===== src/rtl/seq_logic_unit.sv =====
// seq_logic_unit: multi-cycle bitwise logic unit (AND / OR / XOR / ANDN).
// Operands are latched on acceptance, then the result is built CHUNK bits per
// clock, lowest chunk first. Valid/ready handshakes are used on both sides.
//
// Optional build macro: SEQ_LOGIC_ZERO_FLAG_EN adds a `zero` output. It is
// high in DONE when the whole result is zero.
//
// state | meaning
// ------+---------------------------------------------------------------
// IDLE  | ready for a new operation (in_ready=1)
// BUSY  | computing chunk cnt_q each clock, lowest chunk first
// DONE  | result valid on Y (out_valid=1), waiting for out_ready
module seq_logic_unit #(
    parameter int WIDTH = 64,
    parameter int CHUNK = 16
) (
    input  logic             clk,
    input  logic             rst_n,
    input  logic             in_valid,
    output logic             in_ready,
    input  logic [WIDTH-1:0] A,
    input  logic [WIDTH-1:0] B,
    input  logic [1:0]       op,
    output logic             out_valid,
    input  logic             out_ready,
    output logic [WIDTH-1:0] Y
`ifdef SEQ_LOGIC_ZERO_FLAG_EN
    ,
    output logic             zero
`endif
);

    localparam int NCHUNK = WIDTH / CHUNK;
    localparam int CNT_W  = (NCHUNK > 1) ? $clog2(NCHUNK) : 1;
    localparam logic [CNT_W-1:0] CNT_LAST = CNT_W'(NCHUNK - 1);

    localparam logic [1:0] ST_IDLE = 2'd0;
    localparam logic [1:0] ST_BUSY = 2'd1;
    localparam logic [1:0] ST_DONE = 2'd2;

    localparam logic [1:0] OP_AND  = 2'b00;
    localparam logic [1:0] OP_OR   = 2'b01;
    localparam logic [1:0] OP_XOR  = 2'b10;
    localparam logic [1:0] OP_ANDN = 2'b11;

    logic [1:0]       state_q;
    logic [WIDTH-1:0] a_q;
    logic [WIDTH-1:0] b_q;
    logic [1:0]       op_q;
    logic [CNT_W-1:0] cnt_q;
    logic [WIDTH-1:0] y_q;

    logic [CHUNK-1:0] a_chunk;
    logic [CHUNK-1:0] b_chunk;
    logic [CHUNK-1:0] r_chunk;

    assign in_ready  = (state_q == ST_IDLE);
    assign out_valid = (state_q == ST_DONE);
    assign Y         = y_q;

    // Select the current chunk of each latched operand and apply the latched op.
    always_comb begin
        a_chunk = '0;
        b_chunk = '0;
        for (int i = 0; i < NCHUNK; i++) begin
            if (cnt_q == CNT_W'(i)) begin
                a_chunk = a_q[i*CHUNK +: CHUNK];
                b_chunk = b_q[i*CHUNK +: CHUNK];
            end
        end
        case (op_q)
            OP_AND:  r_chunk = a_chunk & b_chunk;
            OP_OR:   r_chunk = a_chunk | b_chunk;
            OP_XOR:  r_chunk = a_chunk ^ b_chunk;
            OP_ANDN: r_chunk = a_chunk & ~b_chunk;
            default: r_chunk = '0;
        endcase
    end

    // FSM, operand capture and chunk-by-chunk result write-back.
    always_ff @(posedge clk or negedge rst_n) begin
        if (!rst_n) begin
            state_q <= ST_IDLE;
            a_q     <= '0;
            b_q     <= '0;
            op_q    <= OP_AND;
            cnt_q   <= '0;
            y_q     <= '0;
        end else begin
            case (state_q)
                ST_IDLE: begin
                    if (in_valid) begin
                        a_q     <= A;
                        b_q     <= B;
                        op_q    <= op;
                        cnt_q   <= '0;
                        state_q <= ST_BUSY;
                    end
                end
                ST_BUSY: begin
                    for (int i = 0; i < NCHUNK; i++) begin
                        if (cnt_q == CNT_W'(i)) begin
                            y_q[i*CHUNK +: CHUNK] <= r_chunk;
                        end
                    end
                    cnt_q <= cnt_q + 1'b1;
                    if (cnt_q == CNT_LAST) begin
                        state_q <= ST_DONE;
                    end
                end
                ST_DONE: begin
                    if (out_ready) begin
                        state_q <= ST_IDLE;
                    end
                end
                default: state_q <= ST_IDLE;
            endcase
        end
    end

`ifdef SEQ_LOGIC_ZERO_FLAG_EN
    logic [CHUNK-1:0] acc_q;

    // OR together every computed chunk so that DONE can report an all-zero result.
    always_ff @(posedge clk or negedge rst_n) begin
        if (!rst_n) begin
            acc_q <= '0;
        end else if (state_q == ST_IDLE && in_valid) begin
            acc_q <= '0;
        end else if (state_q == ST_BUSY) begin
            acc_q <= acc_q | r_chunk;
        end
    end

    assign zero = (state_q == ST_DONE) && (acc_q == '0);
`endif

endmodule


===== config.mk =====
export PLATFORM = sky130hd
export DESIGN_NAME = seq_logic_unit
export DESIGN_NICKNAME = d
export VERILOG_FILES = /design/src/rtl/seq_logic_unit.sv
export SDC_FILE = /design/constraint.sdc
export NUM_CORES = 1
export LEC_CHECK = 0
export ABC_AREA = 1
export CAP_MARGIN = 0
export CORE_ASPECT_RATIO = 1.25
export CORE_MARGIN = 3
export CORE_UTILIZATION = 29
export CTS_BUF_LIST = sky130_fd_sc_hd__clkbuf_8
export DETAILED_ROUTE_END_ITERATION = 8
export DONT_BUFFER_PORTS = 1
export PLACE_DENSITY = 0.45
export SYNTH_ARGS = -nofsm -noshare
export SYNTH_HDL_FRONTEND = slang
export SYNTH_SLANG_ARGS = --single-unit

===== constraint.sdc =====
create_clock -name clk -period 3 [get_ports clk]
set_clock_uncertainty 0.1 [all_clocks]
set_input_delay 0.45 -clock clk [delete_from_list [all_inputs] [get_ports clk]]
set_output_delay 0.45 -clock clk [all_outputs]
set_load 0.05 [all_outputs]

* After elaboration in Yosys (flattened, before gate mapping) *
Cells that the tools add are included.

cells by class
  multipliers = 0
  div/mod/pow operators = 0
  mux-type cells = 15
  add/sub/neg operators = 1
  order comparisons = 0
  equality and inequality tests = 11
  shift-type cells = 0
  reduce and logical (&&, ||, !) cells = 11
  bitwise logic cells = 5

operator list
  cell                 number
  $mux 16              8
  $pmux 16 s4          1
  $and 16x16->16       2
  $not 16->16          1
  $or 16x16->16        1
  $xor 16x16->16       1
  $reduce_and 2->1     6
  $eq 2x2->1 const B   5
  $mux 2               4
  $eq 2x1->1 const B   3
  $logic_not 2->1      3
  $pmux 2 s3           1
  $ne 2x2->1 const B   2
  $pmux 2 s2           1
  $reduce_and 3->1     1
  $add 2x1->2 const B  1
  $ne 2x1->1 const B   1
  $reduce_bool 2->1    1

storage, ports and cells
  output and inout bits = 66
  ROM bits = 0
  input port bits = 134
  memories = 0
  memory bits (writable) = 0
  bits in latches = 0
  logic and storage cells = 52
  bits in registers = 198

* Depth between registers and ports, before layout *
Gate-level depths: netlist (run 1).

  word-level depth = 8
  gate-level depth with buffers = 17
  depth with buffers taken out = 15

* Worst setup path before layout (run 1) *
No wires, ideal clock.

  kind = flip-flop to flip-flop
  start = register cnt_q[0]
  end = register y_q[24], in the netlist Y[24]
  data arrival time = 1864 ps
  setup time = 118 ps
  data required time = 2782 ps
  clock period less this slack = 2082 ps
  path slack = 918 ps
  buffers on the path = 2
  cell stages (with the launch flop) = 16
  cells stage by stage = dfrtp_1 inv_1 ha_1 buf_6 buf_2 a21oi_1 nand2_1 nand2_1 inv_1 ha_1 nand2_1 o21ai_0 nand2_1 nand2_1 nand2_1 nand2_1

on the way
  word-level cells in the longest chain between the ends = 8
  elaborated cells on any way between the ends = 19
  those cells by class = eq/ne (3); mux (9); bitwise (5); reduce/logical (2)

RTL lines
  what                             line  text
  from (decl)                      50    logic [CNT_W-1:0] cnt_q;
  from (signal assigned)           106   cnt_q <= cnt_q + 1'b1;
  $logic_not 2->1                  66    if (cnt_q == CNT_W'(i)) begin
  $mux 16 (4 in a row)             66
  $not 16->16                      75    OP_ANDN: r_chunk = a_chunk & ~b_chunk;
  $and 16x16->16                   75
  $pmux 16 s4                      71    case (op_q)
  to (signal, indexed assignment)  103   y_q[i*CHUNK +: CHUNK] <= r_chunk;
  to (decl)                        51    logic [WIDTH-1:0] y_q;

Several ways; a longest one is shown, not always the timed one.
A chain may end at the register's enable or synchronous reset.

* Worst setup path after layout (run 1) *
  start = register cnt_q[0]
  end = register y_q[47], in the netlist Y[47]

The elaborated chain is that of the path after synthesis.

==> results by group, run 1 <==
Drt
  • Post-DRT Antenna Nets: 0
  • Vias: 8264
  • 1st-iter DRT viols: 641
  • WL per Instance: 18.21 um
  • 1st-pass router iterations: 5
  • Vias per inst: 4.596
  • Aggregate routed wire length: 32750 um
  • DR DRC count: 0

GRT
  • First-pass GRT wire length: 50310 um
  • Initial antenna violation count: 0
  • Global-route track usage on met2: 0.3151
  • Vias in the first global route: 8379
  • Global routing's busiest layer: met2
  • Met3 Usage GRT: 0.03669
  • Largest net degree at the start of global routing: 199
  • Met1 Resource Use GR: 0.2390
  • All-layer global routing usage: 0.1854
  • GRT overflow: 0

Setup path
  • CP bufs+invs: 1
  • Critical path startpoint category: register
  • Worst EP required: 3.29 ns
  • Slowest stage delay, CP: 0.47 ns
  • CP max FO: 18
  • Crit path kind: register to register
  • CP max stage cell: ha_2
  • Worst path top cell family by delay: adder cells
  • Crit end category: register
  • FF-to-FF Start: cnt_q[0]
  • Crit path DAT: 2.91 ns
  • Cell chain of the critical path: ha_2, buf_4, nor2_1, a21boi_1, ha_1, nand2_1, o21ai_0, nand2_1, nand2_2, nand2_1, nand2_1
  • CP startpoint: cnt_q[0]
  • Worst path most repeated cell: nand2_1

Timing
  • Max Slew Vio Count: 0
  • Final Cycle Share: 0.8714
  • Finish-stage setup viols: 0
  • Fin Setup TNS: 0 ns
  • WHS: -0.4391 ns
  • Relative slew slack: 0.3884
  • FMAX: 0.3825 GHz
  • RSZ-0062 raised after global routing: false
  • Hold Fails Final Rpt: 198
  • Crit path time final: 2.614 ns
  • Slew @ Worst Pin: 0.9141 ns

Clock tree
  • Htree depth: 4
  • Hold_buf cts: 111
  • Root Buffer: clkbuf_8
  • Reg clk slew, reported paths: 0.13 ns
  • Num CTS Buffers: 17
  • CTS tree: built
  • CTS sink count: 198
  • Worst-Skew Late Latency: 0.49 ns
  • Largest buffer count on any clock path: 2
  • Post-CTS sizing: 0

Finish
  • Area Growth Syn to Fin: 18.97%
  • Nets: 1524
  • Fillers: 3454
  • Number of antenna diodes: 0
  • Core Util, Final: 0.3518
  • Fraction of layout cells with a size suffix above 1: 0.06739

Die
  • DIE AREA: 0.03577 mm2
  • CORE AREA: 0.03287 mm2
  • FP Rows: 74
  • Num ports: 200
  • Starting density of the core: 0.2957
  • Die Span X: 169.8 um
  • Die Y: 210.7 um

Yosys
  • Post-synthesis cell count: 1283
  • Synth area leaders: dfrtp_1 51%, nand2_1 29%, ha_1 3.0%
  • Share of the synthesized area in the top cell type: 0.5097
  • Synth Area per Inst: 7.576 um2
  • Synth Warn #: 0
  • Synthesis-stage register bit count: 198
  • Syn nets: 1440
  • Syn Std Cell Area: 0.009721 mm2
  • Largest area contributor in the netlist: dfrtp_1
  • Register area share after synthesis: 0.5097
  • Synth cell types: 27

Placed design
  • HPWL after DPL: 22910 um
  • Final GP Congestion: 0.8320
  • IO Port Bufs: 0

Run
  • Maxcap violations: 0

Status
  • Status: finished with violations
  • Failing checks: hold timing

Min path
  • Hold Crit Class: input port to asynchronous set/reset pin

Power
  • Pwr dens: 1182 mW/mm2
  • Static Leak: 6.060 nW
  • Peak supply drop: 0.4215 mV
[synthesized netlist by cell type (all sizes together)]
cell type	instances
buf	49
dfrtp	198
clkbuf	16
a21oi	36
nand3	42
a22o	1
nor2	45
or2	16
o21ai	43
nand2	760
o31ai	1
a21boi	11
inv	42
ha	23
[power breakdown]
| part | switching, mW | internal (mW) |
|---|---|---|
| Clock | 1.10 | 0.697 |
| Sequential | 1.63 | 3.76 |
| Combinational | 4.43 | 2.05 |
| Total | 7.16 | 6.51 |
[final timing paths]
path                            endpoint  slack [ns]  depth (start not counted)
worst max-delay path               Y[47]        0.39                         11
worst min register to register   a_q[24]        0.39                          2
worst max register to register     Y[47]        0.39                         11
min in group clk                 a_q[43]        0.03                          2
max in group asynchronous           Y[3]        2.50                          0
worst min-delay path               Y[52]       -0.44                          0
[through the flow]
step	std cells	cell area [um2]	total power [mW]	setup WS (ns)	hold WS (ns)
finish	1798	11560	13.67	0.3857	-0.4391
global route	1798	11560	14.89	0.1565	-0.4977
CTS	1798	11560	13.80	0.3997	-0.4940
detailed placement	1655	10060	11.82	0.4312	0.06664
global placement	1655	10060	11.74	0.4495	0.06681
floorplan	1283	9721	9.748	0.9180	0.05441
[sequential cells by signal, summed over array words and instances, names as in the netlist]
name     flops
cnt_q        2
a_q         64
Y           64
op_q         2
b_q         64
state_q      2
[cells in the final DEF (no fill, tap or decap), types with 2 or more instances in the layout]
cell type,Yosys,routed
or2_2,9,9
buf_12,0,4
inv_6,0,6
nand2_2,11,10
o21ai_1,2,2
inv_1,35,36
dfrtp_1,198,198
inv_8,0,2
clkbuf_8,0,17
or2_0,3,3
nand2_1,749,749
nand3_1,42,42
or2_1,4,4
dlygate4sd3_1,0,111
buf_4,16,15
a21boi_2,9,9
clkinv_8,0,2
ha_1,23,22
inv_4,1,2
o21ai_0,41,41
clkinv_4,0,2
a21oi_1,36,36
nor2_1,39,39
inv_2,6,5
nor2_4,5,5
[per-layer routing]
metal  share of wire  wire length [um]  vias up
met5               0                 0        -
met1            0.44             14300     3892
met4           0.024               776        0
li1                -                 -     4120
met2            0.49             15990      227
met3           0.052              1687       25
[repair_timing]
action | in CTS | in global routing
buffers inserted | 0 | 0
endpoints found under the hold margin | 309 | 198
setup endpoints to repair | 0 | 0
[kinds of logic (layout without fill, tap and decap cells)]
logic type,count (synthesis),in the layout,share of synthesized area
buffers and inverters,107,204,0.05664
AO/OA/AOI/OAI,92,92,0.05432
flip-flops,198,198,0.5097
adder cells (fa/ha/maj),23,23,0.02961
AND/OR/NAND/NOR,863,863,0.3497
[worst reg2reg max path, cell delays in order, from the launching register on]
cell and delay, ns:
dfrtp_1 0.44, ha_2 0.47, buf_4 0.29, nor2_1 0.07, a21boi_1 0.37, ha_1 0.32
nand2_1 0.06, o21ai_0 0.08, nand2_1 0.09, nand2_2 0.09, nand2_1 0.07, nand2_1 0.05
[layout make-up]
type	instances	area [um2]	area share
clock buffers	17	234.0	0.02023
clock inverters	15	163.9	0.01417
inverters	42	162.7	0.01406
multi-input cells	978	4223	0.3651
flip-flops and latches	198	4955	0.4284
well taps	418	523.0	0.04522
repair buffers	130	1304	0.1127
(Power assumes the default switching activity.)
==> inputs of run 2 (changes only) <==
--- a/config.mk
+++ b/config.mk
@@ -5,15 +5,15 @@
 export SDC_FILE = /design/constraint.sdc
 export NUM_CORES = 1
 export LEC_CHECK = 0
-export ABC_AREA = 1
+export ABC_AREA = 0
 export CAP_MARGIN = 0
 export CORE_ASPECT_RATIO = 1.25
-export CORE_MARGIN = 3
+export CORE_MARGIN = 5
 export CORE_UTILIZATION = 29
 export CTS_BUF_LIST = sky130_fd_sc_hd__clkbuf_8
 export DETAILED_ROUTE_END_ITERATION = 8
 export DONT_BUFFER_PORTS = 1
-export PLACE_DENSITY = 0.45
+export PLACE_DENSITY = 0.53
 export SYNTH_ARGS = -nofsm -noshare
 export SYNTH_HDL_FRONTEND = slang
 export SYNTH_SLANG_ARGS = --single-unit
==> results by group, run 2 <==
Status
  • Status: finished with violations
  • Failing checks: hold timing

Clock tree
  • Root Buffer: clkbuf_8
  • Reg clk slew, reported paths: 0.11 ns (-0.02 ns)
  • CTS sink count: 198 (unchanged)
  • Worst-Skew Late Latency: 0.50 ns (about the same)
  • CTS tree: built
  • Htree depth: 4 (unchanged)
  • Post-CTS setup repair buffer count: 0 (unchanged)
  • Num CTS Buffers: 17 (unchanged)
  • Largest buffer count on any clock path: 2 (unchanged)
  • Hold_buf cts: 132 (+19%)

Finish
  • Fraction of layout cells with a size suffix above 1: 0.2602 (+0.1928)
  • Core Util, Final: 0.3653 (+0.01348)
  • Area Growth Syn to Fin: 23.76%
  • Post-route insts no fill: 1320 (-27%)
  • Commonest non-fill, non-tap cell in the layout: dfrtp_1
  • Most frequent cells in the layout: 198 x dfrtp_1, 132 x dlygate4sd3_1, 129 x mux2_2, 104 x nand2_1, 64 x o41ai_1
  • Fin area: 0.01168 mm2 (+0.98%)
  • Nets: 1051 (-31%)
  • Fillers: 3137 (-9.2%)

Die
  • Starting density of the core: 0.2952 (-0.0005507)
  • Die Y: 211.7 um (+0.47%)
  • Die Span X: 171.3 um (+0.94%)
  • FP Rows: 73 (-1.4%)
  • CORE AREA: 0.03197 mm2 (-2.7%)
  • DIE AREA: 0.03627 mm2 (+1.4%)
  • Num ports: 200 (unchanged)

Drt
  • 1st-iter DRT viols: 354 (-45%)
  • Vias: 6699 (-19%)
  • DR DRC count: 0 (unchanged)
  • WL per Instance: 21.75 um (+19%)
  • Post-DRT Antenna Nets: 0 (unchanged)
  • Aggregate routed wire length: 28700 um (-12%)
  • Vias per inst: 5.075 (+10%)
  • 1st-pass router iterations: 5 (unchanged)

GRT
  • Largest net degree at the start of global routing: 199 (unchanged)
  • First-pass GRT wire length: 43750 um (-13%)
  • Initial antenna violation count: 1 (+1)
  • GRT overflow: 0 (unchanged)
  • Vias in the first global route: 7073 (-16%)
  • All-layer global routing usage: 0.1597 (-0.02576)

Timing
  • Finish-stage setup viols: 0 (unchanged)
  • Relative slew slack: 0.3448 (-0.04361)
  • Hold Fails Final Rpt: 198 (unchanged)
  • Slew @ Worst Pin: 0.9828 ns (+0.06879 ns)
  • RSZ-0062 raised after global routing: false
  • Crit path time final: 2.792 ns (+0.1774 ns)
  • FMAX: 0.3582 GHz (-6.4%)
  • Fin Setup TNS: 0 ns (unchanged)
  • WHS: -0.4635 ns (-0.02439 ns)
  • Max Slew Vio Count: 0 (unchanged)
  • Final Cycle Share: 0.9305 (+0.05912)

Yosys
  • Mux cell area share after synthesis: 0.1720 (+0.1720)
  • Synth Area per Inst: 12.18 um2 (+61%)
  • Largest area contributor in the netlist: dfrtp_1
  • Compound-gate portion of the synthesized area: 0.1640 (+0.1097)
  • Share of the synthesized area in the top cell type: 0.5251 (+0.01534)
  • Synth Area in Adders: 0.03050 (+0.0008910)
  • Post-synth top cells: 198 x dfrtp_1, 129 x mux2_2, 104 x nand2_1
  • Syn Std Cell Area: 0.009437 mm2 (-2.9%)
  • Post-Synth XOR/XNOR Area: 0 (unchanged)
  • Largest family of logic cells by synthesized area: multiplexers
  • Syn nets: 932 (-35%)
  • Synthesis-stage register bit count: 198 (unchanged)
  • Register area share after synthesis: 0.5251 (+0.01534)
  • Most frequent cell after synthesis: dfrtp_1
  • Post-synth EDFFs: 0 (unchanged)
  • Synth Warn #: 0 (unchanged)
  • Post-Synth Simple-Gate Area: 0.05754 (-0.2922)
  • Most common flop cell mapped by yosys: dfrtp_1
  • Post-synthesis cell count: 775 (-40%)
  • Synth area leaders: dfrtp_1 53%, mux2_2 15%, o41ai_1 5.9%
  • Synth cell types: 30 (+11%)
  • Async S/R FF share, synth: 1.000 (unchanged)

Power
  • Static Leak: 4.857 nW (-20%)
  • Pwr dens: 1333 mW/mm2 (+13%)
  • Peak supply drop: 0.6776 mV (+61%)

Placed design
  • DP Area: 0.009918 mm2 (-1.4%)
  • Placed cells: 1155 (-30%)
  • Final GP Congestion: 0.7624 (-8.4%)
  • IO Port Bufs: 0 (unchanged)
  • HPWL after DPL: 20560 um (-10%)

Setup path
  • R2r setup slk: 0.21 ns (-0.18 ns)
  • Crit end category: register
  • Crit path kind: register to register
  • CP max FO: 17 (-1)
  • Slowest stage delay, CP: 0.45 ns (-0.02 ns)
  • Critical path startpoint category: register
  • CP max stage cell: o221ai_1
  • Cell chain of the critical path: inv_1, ha_1, buf_12, or2_2, o221ai_1, ha_1, a221oi_1, buf_4, o41ai_1
  • Worst path most repeated cell: ha_1
  • Worst reg2reg path depth: 9 (-2)
  • Worst EP required: 3.27 ns (-0.02 ns)
  • FF-to-FF Start: cnt_q[0]
  • Worst reg2reg path endpoint: Y[6]
  • Crit path DAT: 3.07 ns (+0.16 ns)

Min path
  • Hold Crit Class: input port to asynchronous set/reset pin

Run
  • Maxcap violations: 0 (unchanged)
[run 2: cell count changes after synthesis, sizes merged, moves of 16 or more]
cell / change
o41ai: +64
mux2i: +17
nand2: -655
a211oi: +31
nand3: -42
mux2: +129
o221ai: +17
a221oi: +16
a21oi: -36
nor2b: +16
nor2: -43
[run 2: timing repair]
action                                  4_1_cts  5_1_grt
endpoints found under the setup margin        0       25
endpoints found under the hold margin       330      198
gates resized for setup                       0        9
[run 2: layer usage]
layer  global-route usage  up-vias  share of wire  routed length [um]
li1                     -     3138              -                   -
met1               0.2067     3360           0.43               12430
met2               0.2651      175           0.50               14370
met3              0.03698       26          0.047                1343
met4              0.05056        0          0.019                 553
met5                    0        -              0                   0
[run 2: metrics by stage]
stage               setup WS (ns)  power (mW)
global placement           0.2017       13.38
floorplan                  0.5694       11.10
global route             0.002705       16.75
CTS                        0.1027       15.53
detailed placement         0.1300       13.55
finish                     0.2084       15.57
[run 2: layout make-up]
class                           count  area [um2]  area share
Antenna cell                        1       2.502   0.0002143
Clock buffer                       17       234.0     0.02003
Clock inverter                     15       152.6     0.01307
Inverter                           37       141.4     0.01211
Multi-Input combinational cell    478        4056      0.3473
Sequential cell                   198        4955      0.4243
Tap cell                          412       515.5     0.04414
Timing Repair Buffer              162        1622      0.1388
[run 2: logic make-up (layout without fill, tap and decap cells)]
kind of cell | after synthesis | count (layout)
other | 0 | 1
AND/OR/NAND/NOR | 129 | 129
flip-flops | 198 | 198
buffers and inverters | 99 | 231
adder cells (fa/ha/maj) | 23 | 23
AO/OA/AOI/OAI | 180 | 180
multiplexers | 146 | 146
[run 2: report_power, final]
part | switching (mW) | total (mW) | leakage [nW] | internal (mW)
Clock | 1.08 | 1.78 | 0.198 | 0.694
Sequential | 2.00 | 5.92 | 2.41 | 3.92
Combinational | 4.55 | 7.88 | 2.25 | 3.33
[run 2: how the worst max path moves through the flow]
stage               startpoint      end  slack [ns]  depth (start not counted)
detailed placement    cnt_q[0]    Y[44]        0.13                         10
CTS                   cnt_q[0]    Y[44]        0.10                         10
finish                cnt_q[0]     Y[6]        0.21                          9
global placement      cnt_q[0]    Y[44]        0.20                         10
floorplan           state_q[0]  a_q[55]        0.57                          6
global route          cnt_q[0]    Y[29]       0.003                         10
[run 2: critical path, delay by kind of cell (launching register included)]
family | cells | cell delay [ns]
adders and majority gates | 2 | 0.60
DFF | 1 | 0.39
AOI/OAI and AO/OA | 3 | 0.82
buffers and inverters | 3 | 0.46
and+or+nand+nor | 1 | 0.29
==> inputs of run 3 (changes only) <==
--- a/config.mk
+++ b/config.mk
@@ -17,3 +17,4 @@
 export SYNTH_ARGS = -nofsm -noshare
 export SYNTH_HDL_FRONTEND = slang
 export SYNTH_SLANG_ARGS = --single-unit
+export TNS_END_PERCENT = 5
==> results of run 3 <==
Same layout as run 2: the final DEF is identical, and so are final timing and power.
